**config.mk**
```make
export PLATFORM = sky130hd
export DESIGN_NAME = window_addr_gen
export DESIGN_NICKNAME = d
export VERILOG_FILES = /design/src/rtl/window_addr_gen.sv
export SDC_FILE = /design/constraint.sdc
export NUM_CORES = 1
export LEC_CHECK = 0
export CORE_AREA = 2 2 125 91
export CTS_CLUSTER_SIZE = 40
export DETAILED_ROUTE_END_ITERATION = 7
export DIE_AREA = 0 0 127 93
export PLACE_DENSITY_LB_ADDON = 0.3
export SLEW_MARGIN = 20
export SYNTH_ARGS = -nofsm -noshare
export SYNTH_HDL_FRONTEND = slang
export SYNTH_SLANG_ARGS = --single-unit
```
**constraint.sdc**
```tcl
create_clock -name clk_i -period 2.5 [get_ports clk_i]
set_input_delay 0.25 -clock clk_i [delete_from_list [all_inputs] [get_ports clk_i]]
set_output_delay 0.25 -clock clk_i [all_outputs]
set_load 0.03 [all_outputs]
```
**src/rtl/window_addr_gen.sv**
```systemverilog
// Sliding-window BRAM read address generator.
// For each window origin (ox, oy) the generator walks a KSIZE x KSIZE kernel
// over a padded image stored with STRIDE words per row. The kernel column (kx)
// changes fastest, then the kernel row (ky), then ox, then oy. Addresses are
// built up by additions only, so no runtime multiplier is needed.
// Address, tap flags and counters advance only when the consumer accepts an
// address (addr_valid_o && addr_ready_i).
//
// state | meaning
// IDLE  | waiting for start_i; outputs quiet
// RUN   | presenting addresses; advance on each accepted transfer
// DONE  | one-cycle done_o pulse after the final transfer
module window_addr_gen #(
  parameter int IMG_W  = 512,
  parameter int IMG_H  = 512,
  parameter int STRIDE = 516,
  parameter int KSIZE  = 5,
  parameter int ADDR_W = 19
) (
  input  logic              clk_i,
  input  logic              rst_i,
  input  logic              start_i,
  input  logic              addr_ready_i,
  output logic              addr_valid_o,
  output logic [ADDR_W-1:0] addr_o,
  output logic              win_first_o,
  output logic              win_last_o,
  output logic              frame_last_o,
  output logic              busy_o,
  output logic              done_o
);

  localparam int KW = 4;
  localparam int XW = (IMG_W > 1) ? $clog2(IMG_W) : 1;
  localparam int YW = (IMG_H > 1) ? $clog2(IMG_H) : 1;

  localparam logic [KW-1:0]     K_LAST   = KW'(KSIZE - 1);
  localparam logic [XW-1:0]     X_LAST   = XW'(IMG_W - 1);
  localparam logic [YW-1:0]     Y_LAST   = YW'(IMG_H - 1);
  localparam logic [ADDR_W-1:0] ONE_A    = ADDR_W'(1);
  localparam logic [ADDR_W-1:0] STRIDE_A = ADDR_W'(STRIDE);
  // Jump from the last tap of one kernel row to the first tap of the next.
  localparam logic [ADDR_W-1:0] ROW_STEP = ADDR_W'(STRIDE - KSIZE + 1);

  // Reject geometries whose padded rows are too narrow or whose padded frame
  // does not fit in the address space.
  if ((KSIZE < 1) || (KSIZE > 15) || (STRIDE < IMG_W + KSIZE - 1) ||
      ((longint'(IMG_H + KSIZE - 1) * longint'(STRIDE)) > (longint'(1) << ADDR_W)))
  begin : g_param_check
    $fatal(1, "window_addr_gen: illegal KSIZE/STRIDE/IMG_H/ADDR_W combination");
  end

  typedef enum logic [1:0] {
    S_IDLE = 2'd0,
    S_RUN  = 2'd1,
    S_DONE = 2'd2
  } state_t;

  state_t            state_q, state_d;
  logic [KW-1:0]     kx_q, kx_d;
  logic [KW-1:0]     ky_q, ky_d;
  logic [XW-1:0]     ox_q, ox_d;
  logic [YW-1:0]     oy_q, oy_d;
  logic [ADDR_W-1:0] addr_q, addr_d;
  // Address of tap (0,0) of the current window, and of the current origin row.
  logic [ADDR_W-1:0] win_base_q, win_base_d;
  logic [ADDR_W-1:0] row_base_q, row_base_d;

  logic run, xfer, kx_end, ky_end, ox_end, oy_end;

  assign run    = (state_q == S_RUN);
  assign xfer   = run && addr_ready_i;
  assign kx_end = (kx_q == K_LAST);
  assign ky_end = (ky_q == K_LAST);
  assign ox_end = (ox_q == X_LAST);
  assign oy_end = (oy_q == Y_LAST);

  // Next-state logic: FSM transitions and incremental address stepping.
  always_comb begin
    state_d    = state_q;
    kx_d       = kx_q;
    ky_d       = ky_q;
    ox_d       = ox_q;
    oy_d       = oy_q;
    addr_d     = addr_q;
    win_base_d = win_base_q;
    row_base_d = row_base_q;
    case (state_q)
      S_IDLE: begin
        if (start_i) begin
          state_d    = S_RUN;
          kx_d       = '0;
          ky_d       = '0;
          ox_d       = '0;
          oy_d       = '0;
          addr_d     = '0;
          win_base_d = '0;
          row_base_d = '0;
        end
      end
      S_RUN: begin
        if (xfer) begin
          if (!kx_end) begin
            kx_d   = kx_q + 1'b1;
            addr_d = addr_q + ONE_A;
          end else if (!ky_end) begin
            kx_d   = '0;
            ky_d   = ky_q + 1'b1;
            addr_d = addr_q + ROW_STEP;
          end else begin
            kx_d = '0;
            ky_d = '0;
            if (!ox_end) begin
              ox_d       = ox_q + 1'b1;
              win_base_d = win_base_q + ONE_A;
              addr_d     = win_base_q + ONE_A;
            end else if (!oy_end) begin
              ox_d       = '0;
              oy_d       = oy_q + 1'b1;
              row_base_d = row_base_q + STRIDE_A;
              win_base_d = row_base_q + STRIDE_A;
              addr_d     = row_base_q + STRIDE_A;
            end else begin
              // Final tap of the frame accepted: park everything at zero.
              ox_d       = '0;
              oy_d       = '0;
              addr_d     = '0;
              win_base_d = '0;
              row_base_d = '0;
              state_d    = S_DONE;
            end
          end
        end
      end
      S_DONE:  state_d = S_IDLE;
      default: state_d = S_IDLE;
    endcase
  end

  // State and counter registers with synchronous reset.
  always_ff @(posedge clk_i) begin
    if (rst_i) begin
      state_q    <= S_IDLE;
      kx_q       <= '0;
      ky_q       <= '0;
      ox_q       <= '0;
      oy_q       <= '0;
      addr_q     <= '0;
      win_base_q <= '0;
      row_base_q <= '0;
    end else begin
      state_q    <= state_d;
      kx_q       <= kx_d;
      ky_q       <= ky_d;
      ox_q       <= ox_d;
      oy_q       <= oy_d;
      addr_q     <= addr_d;
      win_base_q <= win_base_d;
      row_base_q <= row_base_d;
    end
  end

  // Outputs are decoded from registered state only, so they hold during stalls.
  assign addr_valid_o = run;
  assign busy_o       = run;
  assign done_o       = (state_q == S_DONE);
  assign addr_o       = addr_q;
  assign win_first_o  = run && (kx_q == '0) && (ky_q == '0);
  assign win_last_o   = run && kx_end && ky_end;
  assign frame_last_o = run && kx_end && ky_end && ox_end && oy_end;

endmodule

```
==> flow_summary.yaml <==
status:
  outcome: "complete, no violations"
routing:
  dr_total_vias: 5103
  vias_per_cell: 6.18
  drc: 0
  wl_per_cell_um: 17.6
  wirelength_mm: 14.5
  drt_first_iter_violations: 520
  dr.pass1.iters: 5
  ant_nets: 0
yosys:
  synth_top_family_by_area: "simple AND/OR/NAND/NOR gates"
  yosys.area_share.simple: 0.268
  ys_seq_area_frac: 0.327
  synthArstFlopShare: 0
  synthFlopType: "dfxtp_1"
  syn_area_sq_um: 5210
  yosysTopAreaCellShare: 0.327
  synth.distinct_cells: 75
  synth-compound-area-share: 0.239
  synthXorXnorAreaFrac: 0.0824
  synth_warnings: 0
  synth_edf_count: 0
  synthAdderAreaFrac: 0.0288
  ys_ff_latch: 85
  muxShareOfSynthArea: 0.00601
  avgSynthCellArea_sq_um: 8.01
  synthCells: 650
  yosysTopAreaCell: "dfxtp_1"
  synth_area_leaders: "dfxtp_1, o21ai_0, xor2_1"
  syn_nets: 666
global_routing:
  grt_max_degree: 22
  grt_pass1_vias: 4656
  antenna_found_initial: 0
  grt_pass1_wl_mm: 23.7
  grtUsageTotal: 0.251
  grt-ovfl-total: 0
worst_setup_path:
  critical_path.slowest_cell: "dfxtp_1"
  start_kind: "flop"
  end_kind: "primary output"
  worstSetupPathType: "flop to primary output"
  required_ns: 2.25
  critPathTopFamily: "simple AND/OR/NAND/NOR gates"
  arrival_ns: 2.12
  path_common_cell: "and3_1"
  critical_path.max_fanout: 20
  path_buf_inv: 2
  slowest_delay_ns: 0.40
  path_cells: "ha_1 -> and3_1 -> and3_1 -> ha_2 -> buf_12 -> and3_1 -> buf_4"
clocking:
  h-tree-depth: 3
  cts_buffers: 9
  clk_latency_ns: 0.34
  cts_tree: "done"
  hold_buffers: 0
  cts.clk_slew.worst_paths_ns: 0.07
  cts_root_buf: "clkbuf_16"
  cts_sinks: 85
  cts_max_path_buffers: 2
sta:
  finalSetupTns_ns: 0
  clock_skew_ns: 0.00671
  fmax_mhz: 421
  relSlewSlack: 0.449
  worst_slew_pin_slew_ns: 0.825
  rsz0062_at_grt: "no"
  final.period_utilization: 0.949
  finalSetupViolations: 0
  fin_crit_ns: 2.37
  slew_violations: 0
  hold_viol_final: 0
floorplan:
  dieArea_sq_um: 11800
  die_h_um: 93
  dieWidth_um: 127
  core_sq_um: 10700
  num_rows: 32
  ios: 29
  start_util: 0.489
run:
  cap_violations: 0
pwr:
  p_sw_uw: 743
  p_leak_uw: 0.00216
  p_int_uw: 2420
  p_clk_frac: 0.504
  p_comb_frac: 0.062
  seqPwrFrac: 0.433
  swShare: 0.235
  powerDensity_nw_per_um2: 521
  peakVddDrop_uv: 317
cells_and_area:
  stdcell_count: 826
  num_antenna_cells: 0
  areaGrowthSynthToFinish_pct: 16.6
  layout-drive-gt1-share: 0.114
  fin_nets: 701
placed_design:
  gp_congestion: 0.928
  numPortBuffers: 28
  place_inst: 810
  dp_hpwl_mm: 10.8
min_path:
  hp-class: "flop to flop"
## worst paths after layout
check	to	from	cells past startpoint	slack, ns
max	frame_last_o	oy_q[0]	7	0.13
min	row_base_q[0]	row_base_q[0]	2	0.44
max reg2reg	addr_o[0]	oy_q[0]	10	0.15
min reg2reg	row_base_q[0]	row_base_q[0]	2	0.44
## layer usage
metal | vias up | part of all wire | track usage
met5 | - | 0 | 0
met3 | 22 | 0.096 | 0.0578
li1 | 2454 | - | -
met1 | 2399 | 0.46 | 0.365
met2 | 228 | 0.43 | 0.372
met4 | 0 | 0.013 | 0.0668
## sequential cells by signal, indices dropped and copies added, names as in the netlist
| register | count |
|---|---|
| win_base_q | 19 |
| oy_q | 9 |
| addr_o | 19 |
| ky_q | 4 |
| kx_q | 4 |
| state_q | 2 |
| ox_q | 9 |
| row_base_q | 19 |
## kinds of logic after synthesis
family | after synthesis
and+or+nand+nor | 263
AOI/OAI and AO/OA | 189
DFF | 85
xor gates and xnor gates | 49
buffers and inverters | 49
adders and majority gates | 12
muxes | 3
## worst min-delay path, stage by stage (launching register included)
cell	delay (ns)
dfxtp_1	0.32
inv_1	0.05
nor2_1	0.03
## cells in the mapped netlist, drive strengths merged (4+ instances only)
library cell,count
and3,15
and4,5
ha,12
buf,23
nor4,7
a31oi,6
nor3,15
o31ai,11
nand4,20
o22ai,11
a21oi,40
dfxtp,85
nor2,68
xor2,29
a211oi,4
clkbuf,12
nand3b,4
o21ai,62
or3,4
a22oi,9
xnor2,20
o31a,6
a22o,10
o311ai,4
inv,14
and2,4
nand2b,5
o211ai,7
nand2,66
nor2b,6
nand3,33
## layout by cell type (no fill, tap or decap), drive strengths merged, types with 5 or more instances in the layout
cell type | netlist | routed
clkdlybuf4s50 | 0 | 26
nand2 | 66 | 66
o31a | 6 | 6
o21ai | 62 | 62
nand3 | 33 | 33
nand4 | 20 | 20
and3 | 15 | 15
o211ai | 7 | 7
a22oi | 9 | 9
and4 | 5 | 5
ha | 12 | 12
a31oi | 6 | 6
nor2 | 68 | 68
xnor2 | 20 | 20
a21oi | 40 | 40
nor2b | 6 | 6
o31ai | 11 | 11
buf | 23 | 32
o22ai | 11 | 11
nor4 | 7 | 7
inv | 14 | 15
dfxtp | 85 | 85
nand2b | 5 | 5
xor2 | 29 | 29
a22o | 10 | 10
nor3 | 15 | 15
clkbuf | 12 | 9
## final cells by class
| type | instances | area [sq um] |
|---|---|---|
| inverter | 14 | 52.6 |
| sequential | 85 | 1700 |
| fill | 956 | 4580 |
| timing repair buffer | 59 | 526 |
| clock inverter | 7 | 133 |
| multi-input combinational | 516 | 3260 |
| clock buffer | 9 | 225 |
| tap | 136 | 170 |
## what timing repair did
action / CTS / global route
endpoints found under the hold margin: 0 / 0
buffers inserted: 0 / 0
resized for setup: 0 / 4
endpoints found under the setup margin: 0 / 11
## metrics by stage
stage	hold WS, ns	worst slack (ns)	power [uW]	area [sq um]	utilization
after floorplan	0.409	0.118	1530	5210	-
after global placement	0.421	0.224	1590	5700	0.535
after detailed placement	0.424	0.142	1590	5700	0.535
after CTS	0.435	0.0747	3180	6060	0.569
after global routing	0.473	0.0228	3250	6070	0.570
final	0.435	0.127	3160	6070	0.570
## power by group through the flow
stage               Combinational (uW)  Sequential, uW  Clock, uW
detailed placement                 192            1400          0
floorplan                          125            1400          0
global placement                   190            1400          0
finish                             198            1370       1600
CTS                                193            1370       1610
global route                       212            1370       1670
Power figures use the tool's default switching activity.
